===== src/rtl/reg_dump_reader_if.sv =====
// Bundles the register-dump control, bank read port and output stream.
// slave is the dump engine's view; master is the driver/consumer side.
interface reg_dump_reader_if #(
  parameter int DATA_W = 32,
  parameter int ADDR_W = 5
);
  logic              start;
  logic              pause;
  logic [ADDR_W-1:0] rd_addr;
  logic [DATA_W-1:0] rd_data;
  logic              out_valid;
  logic              out_ready;
  logic [ADDR_W-1:0] out_index;
  logic [DATA_W-1:0] out_data;
  logic              busy;
  logic              cpu_stall;
  logic              done;

  modport slave (
    input  start, pause, rd_data, out_ready,
    output rd_addr, out_valid, out_index, out_data, busy, cpu_stall, done
  );

  modport master (
    output start, pause, rd_data, out_ready,
    input  rd_addr, out_valid, out_index, out_data, busy, cpu_stall, done
  );
endinterface


===== src/rtl/reg_dump_reader.sv =====
// Debug read-out engine: walks the register bank from FIRST_REG to LAST_REG and
// streams each captured value with its index over a valid/ready handshake.
module reg_dump_reader #(
  parameter int DATA_W    = 32,
  parameter int ADDR_W    = 5,
  parameter int FIRST_REG = 0,
  parameter int LAST_REG  = 31
) (
  input  logic              clk,
  input  logic              reset,
  reg_dump_reader_if.slave  bus
);

  localparam logic [ADDR_W-1:0] FirstIdx = ADDR_W'(FIRST_REG);
  localparam logic [ADDR_W-1:0] LastIdx  = ADDR_W'(LAST_REG);

  typedef enum logic [1:0] {
    IDLE  = 2'd0,
    FETCH = 2'd1,
    SEND  = 2'd2,
    DONE  = 2'd3
  } state_e;

  state_e            state_q, state_d;
  logic [ADDR_W-1:0] idx_q, idx_d;
  logic              outValid_q, outValid_d;
  logic [ADDR_W-1:0] outIndex_q, outIndex_d;
  logic [DATA_W-1:0] outData_q, outData_d;
  logic [ADDR_W-1:0] rdAddr;

  always_ff @(posedge clk) begin
    if (!reset) begin
      state_q    <= IDLE;
      idx_q      <= FirstIdx;
      outValid_q <= 1'b0;
      outIndex_q <= '0;
      outData_q  <= '0;
    end else begin
      state_q    <= state_d;
      idx_q      <= idx_d;
      outValid_q <= outValid_d;
      outIndex_q <= outIndex_d;
      outData_q  <= outData_d;
    end
  end

  // The index stops at LastIdx instead of incrementing, so it can never wrap.
  always_comb begin
    state_d    = state_q;
    idx_d      = idx_q;
    outValid_d = outValid_q;
    outIndex_d = outIndex_q;
    outData_d  = outData_q;
    rdAddr     = '0;
    unique case (state_q)
      IDLE: begin
        if (bus.start) begin
          idx_d   = FirstIdx;
          state_d = FETCH;
        end
      end
      FETCH: begin
        rdAddr = idx_q;
        if (!bus.pause) begin
          outData_d  = bus.rd_data;
          outIndex_d = idx_q;
          outValid_d = 1'b1;
          state_d    = SEND;
        end
      end
      SEND: begin
        rdAddr = idx_q;
        if (bus.out_ready) begin
          outValid_d = 1'b0;
          if (idx_q == LastIdx) begin
            state_d = DONE;
          end else begin
            idx_d   = idx_q + ADDR_W'(1);
            state_d = FETCH;
          end
        end
      end
      DONE: begin
        state_d = IDLE;
      end
      default: begin
        state_d = IDLE;
      end
    endcase
  end

  assign bus.rd_addr   = rdAddr;
  assign bus.out_valid = outValid_q;
  assign bus.out_index = outIndex_q;
  assign bus.out_data  = outData_q;
  assign bus.busy      = (state_q != IDLE);
  assign bus.cpu_stall = (state_q != IDLE);
  assign bus.done      = (state_q == DONE);

endmodule


===== src/flat_wrapper.sv =====
// flat-port wrapper written by rule: the top's interface ports become plain ports
module reg_dump_reader_flat 
#(
  parameter int DATA_W    = 32,
  parameter int ADDR_W    = 5,
  parameter int FIRST_REG = 0,
  parameter int LAST_REG  = 31
)
  (clk, reset, bus_start, bus_pause, bus_rd_data, bus_out_ready, bus_rd_addr, bus_out_valid, bus_out_index, bus_out_data, bus_busy, bus_cpu_stall, bus_done);
  reg_dump_reader_if #(.DATA_W(DATA_W), .ADDR_W(ADDR_W)) bus_i ();
  input  logic clk;
  input  logic reset;
  input wire logic [$bits(bus_i.start)-1:0] bus_start;
  input wire logic [$bits(bus_i.pause)-1:0] bus_pause;
  input wire logic [$bits(bus_i.rd_data)-1:0] bus_rd_data;
  input wire logic [$bits(bus_i.out_ready)-1:0] bus_out_ready;
  output wire logic [$bits(bus_i.rd_addr)-1:0] bus_rd_addr;
  output wire logic [$bits(bus_i.out_valid)-1:0] bus_out_valid;
  output wire logic [$bits(bus_i.out_index)-1:0] bus_out_index;
  output wire logic [$bits(bus_i.out_data)-1:0] bus_out_data;
  output wire logic [$bits(bus_i.busy)-1:0] bus_busy;
  output wire logic [$bits(bus_i.cpu_stall)-1:0] bus_cpu_stall;
  output wire logic [$bits(bus_i.done)-1:0] bus_done;
  assign bus_i.start = bus_start;
  assign bus_i.pause = bus_pause;
  assign bus_i.rd_data = bus_rd_data;
  assign bus_i.out_ready = bus_out_ready;
  assign bus_rd_addr = bus_i.rd_addr;
  assign bus_out_valid = bus_i.out_valid;
  assign bus_out_index = bus_i.out_index;
  assign bus_out_data = bus_i.out_data;
  assign bus_busy = bus_i.busy;
  assign bus_cpu_stall = bus_i.cpu_stall;
  assign bus_done = bus_i.done;
  reg_dump_reader #(.DATA_W(DATA_W), .ADDR_W(ADDR_W), .FIRST_REG(FIRST_REG), .LAST_REG(LAST_REG)) u_core (.clk(clk), .reset(reset), .bus(bus_i));
endmodule

===== config.mk =====
export PLATFORM = sky130hd
export DESIGN_NAME = reg_dump_reader_flat
export DESIGN_NICKNAME = d
export VERILOG_FILES = /design/src/rtl/reg_dump_reader_if.sv /design/src/rtl/reg_dump_reader.sv /design/src/flat_wrapper.sv
export SDC_FILE = /design/constraint.sdc
export NUM_CORES = 1
export LEC_CHECK = 0
export ABC_AREA = 0
export BUFFER_PORTS_ARGS = -buffer_cell sky130_fd_sc_hd__buf_2
export CORE_MARGIN = 10
export CORE_UTILIZATION = 50
export CTS_CLUSTER_DIAMETER = 40
export DETAILED_ROUTE_END_ITERATION = 7
export MAX_ROUTING_LAYER = met4
export PLACE_DENSITY = 0.85
export SYNTH_ARGS = -nofsm -noshare
export SYNTH_HDL_FRONTEND = slang
export SYNTH_SLANG_ARGS = --single-unit

===== constraint.sdc =====
create_clock -name clk -period 2.8 [get_ports clk]
set_input_delay 0.56 -clock clk [delete_from_list [all_inputs] [get_ports clk]]
set_output_delay 0.56 -clock clk [all_outputs]
set_load 0.005 [all_outputs]

# Word level (Yosys, flattened, before mapping)
# Cells that the tools add are included.
dict set report word_totals {
  reg_bits 45
  latch_bits 0
  ramBits 0
  romBits 0
  inputBits 37
  output_inout_bits 46
  word_cells 37
  mem_count 0
}
dict set report op_classes {
  addsub 1
  multipliers 0
  div 0
  magnitude_cmp 0
  eq_ne 8
  n_shift 0
  mux 13
  n_bitwise 1
  n_reduce_logical 9
}
# operator count
set ops {}
lappend ops {{$mux W5} 4}
lappend ops {{$pmux W5 S2} 1}
lappend ops {{$mux W2} 4}
lappend ops {{$ne A2 B2 Y1 const B} 4}
lappend ops {{$pmux W2 S4} 1}
lappend ops {{$reduce_and A3 Y1} 2}
lappend ops {{$reduce_bool A2 Y1} 3}
lappend ops {{$add A5 B1 Y5 const B} 1}
lappend ops {{$eq A5 B5 Y1 const B} 1}
lappend ops {{$eq A2 B2 Y1 const B} 2}
lappend ops {{$reduce_and A4 Y1} 1}
lappend ops {{$eq A2 B1 Y1 const B} 1}
lappend ops {{$logic_not A2 Y1} 1}
lappend ops {{$mux W1} 2}
lappend ops {{$pmux W1 S2} 1}
lappend ops {{$reduce_and A2 Y1} 1}
lappend ops {{$reduce_or A2 Y1} 1}
lappend ops {{$not A1 Y1} 1}

# Depth between registers and ports, before layout
dict set report logic_depth {
  depth_word 4
  ltp_mapped 7
  depth_no_buf 7
}

# Worst setup path before layout
# OpenSTA, ideal clock, no wires.
dict set report synth_path {
  path_kind {reg2reg}
  start {register u_core.idx_q[0]}
  end {register u_core.idx_q[3]}
  setup_ns 0.116
  t_arrival_ns 1.668
  required_time_ns 2.684
  path_slack_ns 1.016
  path_stages_with_launch 8
  n_path_buf 0
  period_less_slack_ns 1.784
  cell_sequence {dfxtp_1 > ha_1 > and3_1 > ha_1 > nand2b_1 > a211oi_4 > nand2_1 > a31o_1}
}
dict set report synth_between {
  elab_chain_len 4
  word_cells_on_any_way 7
  cone_classes {1 x add/sub; 2 x eq/ne; 3 x mux; 1 x reduce/logical}
}
# element line
set synth_lines {}
lappend synth_lines {{start: declaration} reg_dump_reader.sv:25} ;# logic [ADDR_W-1:0] idx_q, idx_d;
lappend synth_lines {{start signal: assignment} reg_dump_reader.sv:34} ;# idx_q <= FirstIdx;
lappend synth_lines {{start signal: assignment} reg_dump_reader.sv:40} ;# idx_q <= idx_d;
lappend synth_lines {{$add A5 B1 Y5} reg_dump_reader.sv:78} ;# idx_d = idx_q + ADDR_W'(1);
lappend synth_lines {{$mux W5} reg_dump_reader.sv:75} ;# if (idx_q == LastIdx) begin
lappend synth_lines {{$mux W5} reg_dump_reader.sv:73} ;# if (bus.out_ready) begin
lappend synth_lines {{$pmux W5 S2} reg_dump_reader.sv:55} ;# unique case (state_q)
# Parallel ways exist; a longest one is shown, timed or not. The select of a mux whose other input is x is not followed.
# A chain may end at the register's enable or synchronous reset.

# Final worst setup path
dict set report layout_path {
  start {register u_core.state_q[0]}
  end {output bus_rd_addr[0]}
}
dict set report layout_between {
  elab_chain_len 3
  word_cells_on_any_way 4
  cone_classes {2 x eq/ne; 1 x mux; 1 x reduce/logical}
}
# element line
set layout_lines {}
lappend layout_lines {{start: declaration} reg_dump_reader.sv:24} ;# state_e state_q, state_d;
lappend layout_lines {{start signal: assignment} reg_dump_reader.sv:39} ;# state_q <= state_d;
lappend layout_lines {{$eq A2 B1 Y1 or $eq A2 B2 Y1 (tied branches)} reg_dump_reader.sv:55}
lappend layout_lines {{$reduce_or A2 Y1 (no source line) (*)} -}
lappend layout_lines {{$mux W5 (*)} reg_dump_reader.sv:55}
lappend layout_lines {{end: declaration} flat_wrapper.sv:17} ;# output wire logic [$bits(bus_i.rd_addr)-1:0] bus_rd_addr;
# Every way passes the cells marked *; elsewhere a longest branch is shown, timed or not.

==> results.toml <==
[outcome]
status = "finished clean"

[sta]
hold_viol_final = 0
post-route-period-util_pct = 72.8
fin_hold_ws_ns = 0.452
period_minus_slack_ns = 2.04
fmax_mhz = 490
finClkSkew_ns = 0.00313
max_slew_margin_pct = 69.3
rsz0062_at_grt = "false"
finalSetupTns_ns = 0
maxSlewViolCount = 0
worst_pin_slew_ns = 0.461
setup_violations = 0

[logic_synthesis]
synth_top_area_cell = "dfxtp_1"
ys_types = 29
syn_inst = 223
syn_nets = 266
yosys-top-cells-area = "dfxtp_1 (49%), nand2_1 (16%), a21oi_1 (10%)"
ys_warn_count = 0
synth_seq_area_share_pct = 48.8
synth.top_cell.area_share_pct = 48.8
synth.cell_area_um2 = 1850
avgSynthCellArea_um2 = 8.28
ys_ff_latch = 45

[placed_design]
place_congestion = 0.793
dp.cells = 342
dpl.hpwl_mm = 3.42
placed_area_um2 = 2260
portBuffers = 82

[routing]
viasPerCell = 4.81
route.detailed.drc = 0
drtAntennaViolNets = 0
dr.pass1.iters = 4
wl_mm = 4.59
drt_iter0_drc = 73
num_vias = 1685
routedWlPerCell_um = 13.1

[clock_network]
cts_buffer_depth = 2
cts_buffers = 5
cts.sinks = 45
cts_tree = "built"
cts_resized = 0
post-cts-setup-buffer-count = 0
htreeDepth = 2
clk_root_buffer_cell = "clkbuf_8"
clk_latency_ns = 0.28
holdBufCountCts = 0
clkTransAtPathRegs_ns = 0.08

[floorplan]
die_w_um = 80.8
core_area_um2 = 3610
die_y_um = 80.8
rows = 22
dieArea_um2 = 6520
ioPinCount = 83
initial_core_util_pct = 51.2

[layout]
fin_area_um2 = 2340
fin_cells = 350
finalNetCount = 344
n_fill_cell = 335
multi_input_area_um2 = 842
register_area_um2 = 901
antenna_cells = 0
drive_gt1_share_pct = 32.5
synthToLayoutAreaGrowth_pct = 26.8

[worst_setup_path]
crit_type = "reg -> out"
cp.required_ns = 2.24
path_max_fanout = 7
cp_data_arrival_time_ns = 1.48
end_kind = "output pin"
start_kind = "register"

[power]
powerDensity_nw_per_um2 = 740
vdd_drop_max_mv = 0.399
pwr-share-clk_pct = 21.6
fin_total_pwr_mw = 1.73
pwr-share-seq_pct = 44.8
p_int_mw = 1.16
pwr-share-comb_pct = 33.6
p_leak_nw = 1.09
switching_share_pct = 33.4
switching_power_uw = 579

[global_routing]
grt_pass1_wl_mm = 7.48
grt_pass1_vias = 1695
track_usage_pct = 14.3
grt_overflow_total = 0
grt_max_degree = 45
antenna_found_initial = 0

[job]
maxCapViolations = 0

[hold_path]
hold_class = "reg -> reg"
[area by class of cell]
cell class	instances	area share (%)
inverters	6	0.962
clock buffers	7	3.26
flip-flops and latches	45	38.5
repair buffers	85	18.5
clock inverters	1	0.321
multi-input cells	158	36.0
well taps	48	2.56
[kinds of logic after synthesis]
kind of cell               count (synthesis)  share of synthesized area, %
DFF                                       45                          48.8
adders and majority gates                  6                          4.06
muxes                                      3                          1.63
buffers and inverters                     20                          5.76
and+or+nand+nor                          103                          24.4
AOI/OAI and AO/OA                         46                          15.4
[worst max-delay path, stage by stage (launching register included)]
cell	delay (ns)
dfxtp_1	0.41
inv_1	0.09
ha_1	0.39
and2_1	0.19
buf_2	0.12
[power groups by stage]
stage / Clock (mW) / Sequential, mW / Combinational [mW]
3_3_place_gp: 0 / 0.787 / 0.585
4_1_cts: 0.391 / 0.779 / 0.596
5_1_grt: 0.413 / 0.789 / 0.659
6_report: 0.374 / 0.777 / 0.583
3_5_place_dp: 0 / 0.794 / 0.594
2_1_floorplan: 0 / 0.797 / 0.420
[worst paths after layout]
| path | startpoint | to | slack, ns | cells after the start |
|---|---|---|---|---|
| setup reg to reg | u_core.idx_q[0] | u_core.idx_q[3] | 0.89 | 7 |
| hold reg to reg | u_core.bus.out_data[5] | u_core.bus.out_data[5] | 0.45 | 2 |
| hold / removal | u_core.bus.out_data[5] | u_core.bus.out_data[5] | 0.45 | 2 |
| setup / recovery | u_core.state_q[0] | bus_rd_addr[0] | 0.76 | 4 |
[cells in the mapped netlist]
| cell type | count |
|---|---|
| a211oi_1 | 1 |
| a211oi_4 | 1 |
| a21boi_1 | 1 |
| a21oi_1 | 38 |
| a221oi_4 | 1 |
| a2bb2oi_1 | 1 |
| a311oi_1 | 1 |
| a31o_1 | 1 |
| and2_1 | 8 |
| and3_1 | 1 |
| buf_2 | 4 |
| buf_4 | 5 |
| buf_6 | 1 |
| clkbuf_1 | 4 |
| dfxtp_1 | 45 |
| ha_1 | 6 |
| inv_1 | 6 |
| mux2i_1 | 3 |
| nand2_1 | 80 |
| nand2b_1 | 2 |
| nand3_1 | 2 |
| nor2_1 | 4 |
| nor2_2 | 1 |
| nor2b_1 | 1 |
| nor2b_4 | 1 |
| nor4_2 | 1 |
| o22ai_1 | 1 |
| or3_1 | 1 |
| or3b_4 | 1 |
[metrics by stage]
step,worst slack (ns),utilization [%]
after floorplan,1.02,-
after global placement,0.940,62.6
after detailed placement,0.897,62.6
after CTS,0.747,65.0
after global routing,0.666,65.0
final,0.760,65.0
[flip-flops by register name, summed over array words and instances (netlist names)]
register	flops
u_core.bus.out_data	32
u_core.bus.out_index	5
u_core.idx_q	5
u_core.state_q	2
u_core.bus.out_valid	1
[per-layer routing]
metal / up-vias / routed length [µm] / global-route usage (%)
li1: 876 / - / -
met3: 2 / 451 / 5.41
met2: 51 / 2200 / 24.3
met1: 756 / 1930 / 15.3
met5: - / 0 / -
met4: 0 / 7 / 3.63
[placed cells by master (no fill, tap or decap)]
cell        count
buf_4           3
and3_1          1
buf_2          82
a221oi_4        1
or3_1           1
clkbuf_8        5
or3b_4          1
and2_1          8
nor2_2          1
nor4_2          1
a21oi_1        38
a211oi_4        1
a211oi_1        1
nand2b_1        2
nor2b_4         1
o22ai_1         1
clkinvlp_4      1
inv_1           6
a21boi_1        1
a2bb2oi_1       1
dfxtp_1        45
a31o_1          1
a311oi_1        1
ha_1            6
nor2_1          4
mux2i_1         3
nand3_1         2
nand2_1        80
clkbuf_1        2
nor2b_2         1
(Power assumes the default switching activity.)
